[src/rtl/alu_pkg.sv]
// Shared definitions for the ALU sequencer: opcodes, instruction layout, FSM states.
package alu_pkg;

  localparam logic [2:0] ALU_ADD = 3'b000;
  localparam logic [2:0] ALU_SUB = 3'b001;
  localparam logic [2:0] ALU_AND = 3'b010;
  localparam logic [2:0] ALU_OR  = 3'b011;
  localparam logic [2:0] ALU_XOR = 3'b100;
  localparam logic [2:0] ALU_SHL = 3'b101;
  localparam logic [2:0] ALU_SHR = 3'b110;
  localparam logic [2:0] ALU_EQ  = 3'b111;

  localparam int INSTR_W  = 10;
  localparam int KIND_POS = 9;
  localparam int OP_LSB   = 6;
  localparam int RD_LSB   = 4;
  localparam int RS1_LSB  = 2;
  localparam int RS2_LSB  = 0;

  localparam logic KIND_ALU = 1'b0;
  localparam logic KIND_LDI = 1'b1;

  localparam logic [0:0] ST_IDLE = 1'b0;
  localparam logic [0:0] ST_EXEC = 1'b1;

  typedef struct packed {
    logic       kind;
    logic [2:0] op;
    logic [1:0] rd;
    logic [1:0] rs1;
    logic [1:0] rs2;
  } instr_t;

  function automatic instr_t decode(input logic [INSTR_W-1:0] w);
    instr_t d;
    d.kind = w[KIND_POS];
    d.op   = w[OP_LSB +: 3];
    d.rd   = w[RD_LSB +: 2];
    d.rs1  = w[RS1_LSB +: 2];
    d.rs2  = w[RS2_LSB +: 2];
    return d;
  endfunction

endpackage

[src/rtl/alu_regfile.sv]
// NREGS x WIDTH register file: one synchronous write port, two operand reads and a debug read.
module alu_regfile
  #(parameter int WIDTH = 4,
    parameter int NREGS = 4)
  (
    input  logic             clk,
    input  logic             rst,
    input  logic             we_i,
    input  logic [1:0]       waddr_i,
    input  logic [WIDTH-1:0] wdata_i,
    input  logic [1:0]       ra1_i,
    input  logic [1:0]       ra2_i,
    input  logic [1:0]       dbg_addr_i,
    output logic [WIDTH-1:0] rd1_o,
    output logic [WIDTH-1:0] rd2_o,
    output logic [WIDTH-1:0] dbg_data_o
  );

  logic [NREGS-1:0][WIDTH-1:0] regs_q, regs_d;

  always_comb begin
    regs_d = regs_q;
    if (we_i) regs_d[waddr_i] = wdata_i;
  end

  always_ff @(posedge clk) begin
    if (rst) regs_q <= '0;
    else     regs_q <= regs_d;
  end

  assign rd1_o      = regs_q[ra1_i];
  assign rd2_o      = regs_q[ra2_i];
  assign dbg_data_o = regs_q[dbg_addr_i];

endmodule

[src/rtl/alu_sequencer.sv]
// Two-state sequencer: accepts an instruction, drives the external ALU for one cycle,
// then writes the ALU result (or immediate) back to the register file.
module alu_sequencer
  import alu_pkg::*;
  #(parameter int WIDTH = 4,
    parameter int NREGS = 4)
  (
    input  logic               clk,
    input  logic               rst,
    input  logic               in_valid_i,
    output logic               in_ready_o,
    input  logic [INSTR_W-1:0] in_instr_i,
    input  logic [WIDTH-1:0]   in_imm_i,
    output logic [WIDTH-1:0]   alu_a_o,
    output logic [WIDTH-1:0]   alu_b_o,
    output logic [2:0]         alu_op_o,
    input  logic [WIDTH-1:0]   alu_result_i,
    output logic               wb_valid_o,
    output logic [1:0]         wb_addr_o,
    output logic [WIDTH-1:0]   wb_data_o,
    output logic               zero_o,
    input  logic [1:0]         dbg_addr_i,
    output logic [WIDTH-1:0]   dbg_data_o
  );

  logic [0:0]         state_q, state_d;
  logic [INSTR_W-1:0] instr_q, instr_d;
  logic [WIDTH-1:0]   imm_q, imm_d;
  logic               wb_valid_q, wb_valid_d;
  logic [1:0]         wb_addr_q, wb_addr_d;
  logic [WIDTH-1:0]   wb_data_q, wb_data_d;
  logic               zero_q, zero_d;

  instr_t           ins;
  logic             exec;
  logic [WIDTH-1:0] rs1_val, rs2_val, wdata;

  assign ins        = decode(instr_q);
  assign exec       = (state_q == ST_EXEC);
  assign in_ready_o = (state_q == ST_IDLE) && !rst;
  assign wdata      = (ins.kind == KIND_LDI) ? imm_q : alu_result_i;

  alu_regfile #(.WIDTH(WIDTH), .NREGS(NREGS)) u_rf (
    .clk        (clk),
    .rst        (rst),
    .we_i       (exec),
    .waddr_i    (ins.rd),
    .wdata_i    (wdata),
    .ra1_i      (ins.rs1),
    .ra2_i      (ins.rs2),
    .dbg_addr_i (dbg_addr_i),
    .rd1_o      (rs1_val),
    .rd2_o      (rs2_val),
    .dbg_data_o (dbg_data_o)
  );

  // ALU sees operands only while executing an ALU-kind instruction; zero otherwise.
  always_comb begin
    alu_a_o  = '0;
    alu_b_o  = '0;
    alu_op_o = ALU_ADD;
    if (exec && ins.kind == KIND_ALU) begin
      alu_a_o  = rs1_val;
      alu_b_o  = rs2_val;
      alu_op_o = ins.op;
    end
  end

  always_comb begin
    state_d    = state_q;
    instr_d    = instr_q;
    imm_d      = imm_q;
    wb_valid_d = 1'b0;
    wb_addr_d  = wb_addr_q;
    wb_data_d  = wb_data_q;
    zero_d     = zero_q;
    case (state_q)
      ST_IDLE: begin
        if (in_valid_i && in_ready_o) begin
          instr_d = in_instr_i;
          imm_d   = in_imm_i;
          state_d = ST_EXEC;
        end
      end
      default: begin
        wb_valid_d = 1'b1;
        wb_addr_d  = ins.rd;
        wb_data_d  = wdata;
        zero_d     = (wdata == '0);
        state_d    = ST_IDLE;
      end
    endcase
  end

  always_ff @(posedge clk) begin
    if (rst) begin
      state_q    <= ST_IDLE;
      instr_q    <= '0;
      imm_q      <= '0;
      wb_valid_q <= 1'b0;
      wb_addr_q  <= '0;
      wb_data_q  <= '0;
      zero_q     <= 1'b1;
    end else begin
      state_q    <= state_d;
      instr_q    <= instr_d;
      imm_q      <= imm_d;
      wb_valid_q <= wb_valid_d;
      wb_addr_q  <= wb_addr_d;
      wb_data_q  <= wb_data_d;
      zero_q     <= zero_d;
    end
  end

  assign wb_valid_o = wb_valid_q;
  assign wb_addr_o  = wb_addr_q;
  assign wb_data_o  = wb_data_q;
  assign zero_o     = zero_q;

endmodule

[config.mk]
export PLATFORM = sky130hd
export DESIGN_NAME = alu_sequencer
export DESIGN_NICKNAME = d
export VERILOG_FILES = /design/src/rtl/alu_pkg.sv /design/src/rtl/alu_regfile.sv /design/src/rtl/alu_sequencer.sv
export SDC_FILE = /design/constraint.sdc
export NUM_CORES = 1
export LEC_CHECK = 0
export BUFFER_PORTS_ARGS = -buffer_cell sky130_fd_sc_hd__buf_2
export CAP_MARGIN = 20
export CORE_MARGIN = 8
export CORE_UTILIZATION = 47
export DETAILED_ROUTE_END_ITERATION = 6
export GPL_TIMING_DRIVEN = 0
export PLACE_DENSITY_LB_ADDON = 0.05
export SYNTH_ARGS = -nofsm -noshare
export SYNTH_HDL_FRONTEND = slang
export SYNTH_SLANG_ARGS = --single-unit
[constraint.sdc]
create_clock -name clk -period 1.1 [get_ports clk]
set_input_delay 0.055 -clock clk [delete_from_list [all_inputs] [get_ports clk]]
set_output_delay 0.055 -clock clk [all_outputs]
set_load 0.1 [all_outputs]
==> results.toml, run 1 <==
[synth]
synth.lib_cells_used.distinct = 22
fraction_of_the_yosys_area_taken_by_sequential_cells_pct = 43.5
yosys_warnings = 0
syn_inst = 181
syn_area_per_cell_um2 = 9.92
synth_seq_cells = 39
postSynthNetCount = 204
mappedNetlistArea_mm2 = 0.00180

[grt]
grt_max_degree = 14
global_route.overflow_total = 0
grt_pass1_wl_um = 10200
grt_pass1_vias = 1952
globalRouteTotalUtil_pct = 21.5
grt_antenna_before_repair = 1

[placed_design]
globalplace.congestion = 0.802
port_buffers = 45
placedCellCount = 274
place.detailed.hpwl_um = 3520

[drt]
detailedRoute.firstIterationViolations = 178
routedWlPerCell_um = 26.1
post_drt_via_cell_ratio = 5.92
drcViolationCount = 0
firstDrtPassIters = 4
totalWireLength_um = 8500
via_count = 1931
detail-route-antenna-nets = 0

[cts]
cts_num_sinks = 39
cts-htree-levels = 2
clockRootBuffer = "clkbuf_8"
cts_inserted_buffers = 5
clock_tree_from_tritoncts = "built"
cts-root-to-sink-buffers = 2
clock_latency_reported_for_the_late_side_of_the_worst_skew_pair_ns = 0.31
clk_pin_slew_ns = 0.08

[power_and_ir_drop]
vdd_drop_max_mv = 1.06
pwr_density_cell_mw_per_mm2 = 1210
total_power_mw = 4.16
p_leak_nw = 1.35

[sta]
final.min_clock_period_ns = 1.62
worst_slew_margin_rel_pct = 72.9
setup_viol = 53
highest_attainable_clock_frequency_mhz = 616
post-route-period-util_pct = 148
clock_skews_ns = 0.00447
final-max-slew-violation-count = 0
worst_pin_slew_ns = 0.407
layout_setup_ws_ns = -0.524
rsz_0062_raised_after_global_routing = "true"
timing_hold_violations_final = 0

[worst_setup_path]
critical_path_arrival_ns = 1.57
worst-path-max-fanout = 4
regToRegStartpoint = "exec"
critical_path.max_stage_delay_ns = 0.54
setup_slack_reg_to_reg_ns = -0.27
critical_path.cell_chain = "mux4_2, nor2b_4, buf_12"
criticalPathCategory = "reg2out"
timing.critical_path.from_type = "register"
timing.rr.end = "ins[1]"
worstPathRequired_ns = 1.04
critical_path.slowest_cell = "mux4_2"
nature_of_the_critical_path_endpoint = "output port"
rr_worst_depth = 7

[floorplan]
core_mm2 = 0.00366
starting_density_pct = 49.0
dieHeight_um = 77.8
design.die.area_mm2 = 0.00605
core.rowCount = 22
num_io_pins = 47
fp.dieW_um = 77.8

[cells_and_area]
nFillCells = 99
layout_cell_share_with_drive_strength_beyond_1_pct = 72.6
seq_area_um2 = 822
multi_input_area_mm2 = 0.00135
layout.nets = 299
synthToLayoutAreaGrowth_pct = 91.7
layout.cells.non_filler = 326

[min_path]
hold_path_end = "zero_o"
hold_path_startpoint = "alu_result_i[3]"
hold_path.class = "in2reg"
count_of_cells_along_the_worst_hold_path = 4

[status]
run_status = "finished, violations left"
failed_checks = "negative setup slack"

[job]
max_cap_violations = 0
-- cell usage in the layout (no fill, tap or decap), types with 6 or more instances in the layout --
cell	n
a211oi_2	16
buf_12	16
buf_2	25
buf_4	23
buf_6	15
dfxtp_1	20
dfxtp_2	12
dfxtp_4	7
dlygate4sd3_1	14
mux4_2	12
nand2_1	8
nand2_4	6
nand2b_1	12
nor2_1	6
nor2_2	7
nor2_4	10
nor2b_4	8
o21ai_2	10
-- repair_timing --
action	4_1_cts	5_1_grt
resized for setup	160	57
hold buffers	14	0
setup buffers	18	15
endpoints found under the setup margin	59	54
hold endpoints to repair	14	0
pin swaps	32	14
cloned	3	0
-- kinds of logic (layout without fill, tap and decap cells) --
kind of cell | count (synthesis) | after routing | synth area share (%)
other | 0 | 1 | 0
buffers and inverters | 18 | 114 | 5.16
flip-flops | 39 | 39 | 43.5
AO/OA/AOI/OAI | 37 | 37 | 13.1
AND/OR/NAND/NOR | 69 | 69 | 19.4
multiplexers | 18 | 18 | 18.8
-- cells in the mapped netlist --
library cell	number	area (um2)
dfxtp_1	39	781
nor2_1	23	86.3
nand2_1	19	71.3
a211oi_1	16	120
o21ai_0	15	75.1
nand2b_1	13	81.3
mux4_2	12	270
buf_2	8	40.0
nor2b_1	8	50.1
inv_1	5	18.8
mux2i_1	4	40.0
o31ai_1	4	30.0
a21oi_1	2	10.0
and3b_1	2	17.5
buf_4	2	15.0
clkbuf_1	2	7.51
mux2i_2	2	27.5
and3_1	1	6.26
buf_6	1	11.3
nor3_1	1	5.00
nor3b_2	1	12.5
nor3b_4	1	18.8
-- state kept, by name, indices dropped and copies added, names as in the netlist --
| name | count |
|---|---|
| wb_valid_o | 1 |
| zero_o | 1 |
| exec | 1 |
| wb_data_o | 4 |
| ins | 10 |
| imm_q | 4 |
| u_rf.regs_q | 16 |
| wb_addr_o | 2 |
-- where the power goes --
group          total (mW)  switching [mW]  internal [mW]
clock network        1.48           0.573          0.905
logic                1.11           0.619          0.488
registers            1.58          0.0961           1.48
total                4.16            1.29           2.88
-- cell type report --
type | count | share of cell area, %
diodes | 1 | 0.0727
plain buffers | 10 | 3.20
clock buffers | 5 | 2.00
clock inverters | 3 | 1.96
inverters | 5 | 0.545
multi-input cells | 124 | 39.3
flip-flops and latches | 39 | 23.9
well taps | 48 | 1.74
repair buffers | 91 | 27.3
-- metrics by stage --
| step | hold WS, ns | setup TNS (ns) | instance area (um2) | worst slack, ns | utilization (%) |
|---|---|---|---|---|---|
| 3_5_place_dp | 0.255 | -7.37 | 2210 | -0.389 | 60.4 |
| 2_1_floorplan | 0.163 | -2.57 | 1930 | -0.217 | - |
| 3_3_place_gp | 0.248 | -5.63 | 2210 | -0.359 | 60.4 |
| 6_report | 0.0959 | -12.21 | 3440 | -0.524 | 94.0 |
| 5_1_grt | 0.112 | -13.91 | 3440 | -0.555 | 94.0 |
| 4_1_cts | 0.0685 | -9.55 | 3180 | -0.468 | 86.7 |
-- metal layers --
metal	track usage [%]	wire, um
met5	0	0
met4	7.55	320
met3	6.34	601
met2	38.1	4380
met1	23.9	3200
-- worst max path at each step --
stage          cells past startpoint  slack, ns   start         end
3_3_place_gp                       3      -0.36  ins[0]  alu_b_o[3]
6_report                           3      -0.52  ins[3]  alu_a_o[1]
3_5_place_dp                       3      -0.39  ins[3]  alu_a_o[0]
5_1_grt                            3      -0.55  ins[3]  alu_a_o[1]
2_1_floorplan                      4      -0.22  ins[9]  alu_a_o[0]
4_1_cts                            3      -0.47  ins[2]  alu_a_o[3]
-- critical path, delay by kind of cell (launching register included) --
| kind | cells | cell delay (ns) |
|---|---|---|
| and+or+nand+nor | 1 | 0.16 |
| buffers and inverters | 1 | 0.16 |
| DFF | 1 | 0.40 |
| muxes | 1 | 0.54 |
Power figures use the tool's default switching activity.
==> run 2: changes to the inputs <==
- CORE_ASPECT_RATIO: unset -> 0.8
- CORE_UTILIZATION: 47 -> 35
==> run 2 against run 1 <==
The flow still finishes with violations (negative setup slack). Clock power fell by 36%. Sequential power is essentially flat. Die area grew 27%. Via count fell by 13%. Clock skew grew 0.0011 ns. Fmax increased by 4.9%. Sequential share of layout area up 1.4 points. Power down 16%. Routed wire length down 34%. Clock-buffer cell count rose by 2. Non-clock buffer count down 7. Worst hold slack improved by 0.0067 ns. Highest routed layer unchanged.
==> results.toml, run 2 (synthesized netlist as in run 1, its figures left out) <==
[cells_and_area]
layout_cell_share_with_drive_strength_beyond_1_pct = 67.0
layout.nets = 292
nFillCells = 408
largest_reg_flops = 16
n_antenna_cell = 0
mostFrequentLayoutCells = "25 x buf_2, 18 x dfxtp_1, 18 x buf_12"
synthToLayoutAreaGrowth_pct = 80.1
commonest_non_fill_non_tap_cell_in_the_layout = "buf_2"
regMostFlops = "u_rf.regs_q"
postLayoutCellArea_mm2 = 0.00323
finish.utilization_pct = 64.9

[worst_setup_path]
rr_worst_depth = 7
critical_path.max_stage_delay_ns = 0.51
path_depth = 3
criticalPathCategory = "reg2out"
critical_path_arrival_ns = 1.49
worstPathRequired_ns = 1.04
timing.critical_path.from_type = "register"
worst-path-buf-inv = 1
nature_of_the_critical_path_endpoint = "output port"
worst-path-max-fanout = 4
cp_top_family = "multiplexers"
critical_path.cell_chain = "mux4_2, nor2b_4, buf_12"
critical_path.slowest_cell = "mux4_2"

[drt]
detailedRoute.firstIterationViolations = 60
post_drt_via_cell_ratio = 5.07
totalWireLength_um = 5620
via_count = 1682
drcViolationCount = 0
detail-route-antenna-nets = 0
routedWlPerCell_um = 16.9
firstDrtPassIters = 4

[grt]
global_route.overflow_total = 0
grt_pass1_vias = 1782
grt_max_degree = 12
grt_antenna_before_repair = 0
grt_pass1_wl_um = 8870
globalRouteTotalUtil_pct = 14.8

[sta]
final.min_clock_period_ns = 1.55
rsz_0062_raised_after_global_routing = "true"
worst_pin_slew_ns = 0.690
highest_attainable_clock_frequency_mhz = 646
setup_tns_ns = -9.33
timing_hold_violations_final = 0
worst_slew_margin_rel_pct = 54.0
setup_viol = 50
clock_skews_ns = 0.00554
final-max-slew-violation-count = 0
timing.hold.ws_ns = 0.103
post-route-period-util_pct = 141
layout_setup_ws_ns = -0.447

[placed_design]
port_buffers = 45
globalplace.congestion = 0.721
place.detailed.hpwl_um = 3700
place_area_mm2 = 0.00223
preCtsSetupSlack_ns = -0.411

[floorplan]
design.die.area_mm2 = 0.00769
num_io_pins = 47
core_mm2 = 0.00498
fp.dieW_um = 96.1
starting_density_pct = 36.1
core.rowCount = 23
dieHeight_um = 80.1

[min_path]
count_of_cells_along_the_worst_hold_path = 4
hold_path.class = "in2reg"

[power_and_ir_drop]
vdd_drop_max_mv = 0.635
p_leak_nw = 1.22
pwr_density_cell_mw_per_mm2 = 1080

[cts]
clock_tree_from_tritoncts = "built"
clk_pin_slew_ns = 0.07
cts_num_sinks = 39
cts_inserted_buffers = 5
cts-htree-levels = 2
clockRootBuffer = "clkbuf_8"
clock_latency_reported_for_the_late_side_of_the_worst_skew_pair_ns = 0.29
cts-root-to-sink-buffers = 2

[status]
run_status = "finished, violations left"
failed_checks = "negative setup slack"

[job]
max_cap_violations = 0
run 2: changes by cell type in the layout (fill, tap and decap cells not counted), moves of 4 or more:
cell / before / now
buf_4: 23 / 17
dfxtp_2: 12 / 17
nand2_4: 6 / 1
nor2_4: 10 / 5
o21ai_1: 3 / 7
run 2: final timing paths:
check                   from           end  slack (ns)
min reg2reg     wb_data_o[0]  wb_data_o[0]        0.46
min          alu_result_i[3]        zero_o        0.10
max reg2reg             exec        ins[7]       -0.18
max                   ins[0]    alu_b_o[2]       -0.45
run 2: area by class of cell:
class / instances / area, um2 / share of cell area (%)
plain buffers: 11 / 105 / 3.25
clock buffers: 7 / 76.3 / 2.36
clock inverters: 1 / 5.00 / 0.155
inverters: 5 / 18.8 / 0.580
multi-input cells: 124 / 1240 / 38.4
flip-flops and latches: 39 / 817 / 25.3
well taps: 62 / 77.6 / 2.40
repair buffers: 83 / 893 / 27.6
run 2: power by group:
part | switching (mW) | internal [mW]
registers | 0.0779 | 1.49
clock network | 0.501 | 0.445
logic | 0.531 | 0.454
total | 1.11 | 2.39
run 2: repair_timing:
item / 4_1_cts / 5_1_grt
hold buffers: 14 / 0
endpoints found under the hold margin: 14 / 0
setup buffers: 17 / 5
setup endpoints to repair: 59 / 54
pin swaps: 23 / 12
gates resized for setup: 141 / 44
cloned: 3 / 0
run 2: metrics by stage:
step / power (mW) / instances
after floorplan: 2.09 / 181
after global placement: 2.22 / 288
after detailed placement: 2.24 / 288
after CTS: 3.46 / 330
after global routing: 3.64 / 332
final: 3.50 / 332
run 2: layer usage:
metal / GRT usage, % / vias to the layer above / wire, um
li1: - / 811 / -
met1: 17.9 / 826 / 2440
met2: 24.9 / 35 / 2850
met3: 4.66 / 10 / 275
met4: 3.68 / 0 / 65
met5: 0 / - / 0
run 2: worst reg2reg max path: stages, from the launching register on:
cell     delay [ns]
dfxtp_2        0.33
buf_6          0.12
buf_6          0.13
nor3b_4        0.23
buf_6          0.15
buf_6          0.13
nand2_2        0.05
o31ai_1        0.05
==> run 3: changes to the inputs <==
- CORE_ASPECT_RATIO: 0.8 -> unset
==> run 3 against run 2 <==
The flow still finishes with violations (negative setup slack). Non-clock buffer count increased by 5. Routed wire length increased by 4.0%. First-iteration DRC count increased by 25%. Cell area increased by 4.6%. Critical path depth unchanged. Global-route usage increased by 0.46 points. Power increased by 14%. Via count increased by 3.4%. Cell count increased by 3.9%. Worst hold slack improved by 0.0074 ns.
==> results.toml, run 3 (synthesized netlist as in run 1, its figures left out) <==
[status]
run_status = "finished, violations left"
failed_checks = "negative setup slack"

[drt]
post_drt_via_cell_ratio = 5.04
routedWlPerCell_um = 17.0
detail-route-antenna-nets = 0
totalWireLength_um = 5850
drcViolationCount = 0
via_count = 1739
detailedRoute.firstIterationViolations = 75
firstDrtPassIters = 4

[sta]
setup_tns_ns = -11.48
highest_attainable_clock_frequency_mhz = 648
layout_setup_ws_ns = -0.444
final.min_clock_period_ns = 1.54
setup_viol = 50
worst_slew_margin_rel_pct = 78.4
timing_hold_violations_final = 0
clock_skews_ns = 0.00954
worst_pin_slew_ns = 0.317
final-max-slew-violation-count = 0
post-route-period-util_pct = 140
rsz_0062_raised_after_global_routing = "true"

[grt]
globalRouteMet3Util_pct = 4.32
globalRoute.busiestLayer = "met2"
grt_antenna_before_repair = 0
gr-usage-met1_pct = 17.4
grt_pass1_vias = 1792
grt_max_degree = 13
globalRouteTotalUtil_pct = 15.3
global_route.usage.met2_pct = 27.0
grt_pass1_wl_um = 9070
global_route.overflow_total = 0

[floorplan]
starting_density_pct = 35.6
fp.dieW_um = 87.6
design.die.area_mm2 = 0.00768
core_mm2 = 0.00504
dieHeight_um = 87.6
num_io_pins = 47
core.rowCount = 26

[job]
max_cap_violations = 0

[power_and_ir_drop]
internal-power_mw = 2.86
total_power_mw = 4.00
seq_power_share_pct = 39.2
pwr_density_cell_mw_per_mm2 = 1180
p_leak_nw = 1.30
power_switching_mw = 1.13
vdd_drop_max_mv = 0.994
comb_power_share_pct = 25.5
switching_part_of_the_total_power_pct = 28.3
power_frac_clock_pct = 35.3

[cells_and_area]
finish.utilization_pct = 67.1
layout_cell_share_with_drive_strength_beyond_1_pct = 69.1
largest_reg_flops = 16
n_antenna_cell = 0
nFillCells = 382
synthToLayoutAreaGrowth_pct = 88.4
layout.nets = 297
regMostFlops = "u_rf.regs_q"
commonest_non_fill_non_tap_cell_in_the_layout = "buf_2"
mostFrequentLayoutCells = "25 x buf_2, 21 x dfxtp_1, 18 x buf_6, 18 x buf_4, 16 x buf_12"

[cts]
cts-root-to-sink-buffers = 2
clockRootBuffer = "clkbuf_8"
clk_pin_slew_ns = 0.08
clock_latency_reported_for_the_late_side_of_the_worst_skew_pair_ns = 0.29
cts-htree-levels = 2
clock_tree_from_tritoncts = "built"
cts_num_sinks = 39
cts_inserted_buffers = 5

[worst_setup_path]
nature_of_the_critical_path_endpoint = "output port"
critical_path_arrival_ns = 1.49
timing.critical_path.from_type = "register"
criticalPathCategory = "reg2out"
worstPathRequired_ns = 1.04
worst-path-max-fanout = 4

[placed_design]
place.detailed.hpwl_um = 3760
preCtsSetupSlack_ns = -0.404
globalplace.congestion = 0.741
port_buffers = 45

[min_path]
hold_path.class = "in2reg"
## run 3: repair_timing
item,in CTS,in global routing
resized for setup,152,47
endpoints found under the hold margin,14,0
hold buffers,14,0
cloned,2,1
endpoints found under the setup margin,57,57
setup buffers,20,6
pin swaps,29,15
## run 3: worst max-delay path, cell delays in order, from the launching register on
cell and delay, ns:
dfxtp_4 0.38, mux4_2 0.51, nor2b_4 0.15, buf_12 0.16
## run 3: per-stage QoR
stage	cells	area, um2	hold WS (ns)
6_report	345	3380	0.110
3_3_place_gp	296	2240	0.248
4_1_cts	340	3180	0.0900
2_1_floorplan	181	1930	0.163
5_1_grt	345	3380	0.102
3_5_place_dp	296	2240	0.254
## run 3: area by class of cell
type	count	area, um2	area share [%]
tap	70	87.6	2.59
clock inverter	2	60.1	1.78
sequential	39	818	24.2
clock buffer	6	72.6	2.15
multi-input combinational	124	1290	38.3
inverter	5	18.8	0.555
timing repair buffer	88	915	27.0
buffer	11	116	3.44
## run 3: power groups by stage
stage,combinational (mW),sequential (mW),clock [mW]
6_report,1.02,1.57,1.41
3_5_place_dp,0.649,1.59,0
2_1_floorplan,0.423,1.67,0
3_3_place_gp,0.638,1.59,0
5_1_grt,1.07,1.58,1.49
4_1_cts,0.932,1.56,1.43
## run 3: path summary, 6_finish.rpt
check / from / to / slack [ns] / depth (start not counted)
max: ins[2] / alu_a_o[3] / -0.44 / 3
min: alu_result_i[2] / zero_o / 0.11 / 4
max reg2reg: exec / ins[7] / -0.29 / 7
min reg2reg: wb_data_o[2] / wb_data_o[2] / 0.46 / 2
## run 3: routing by layer
metal / part of all wire [%] / up-vias
met5: 0 / -
met4: 1.0 / 0
met3: 5.6 / 6
met2: 51 / 62
met1: 42 / 847
li1: - / 824
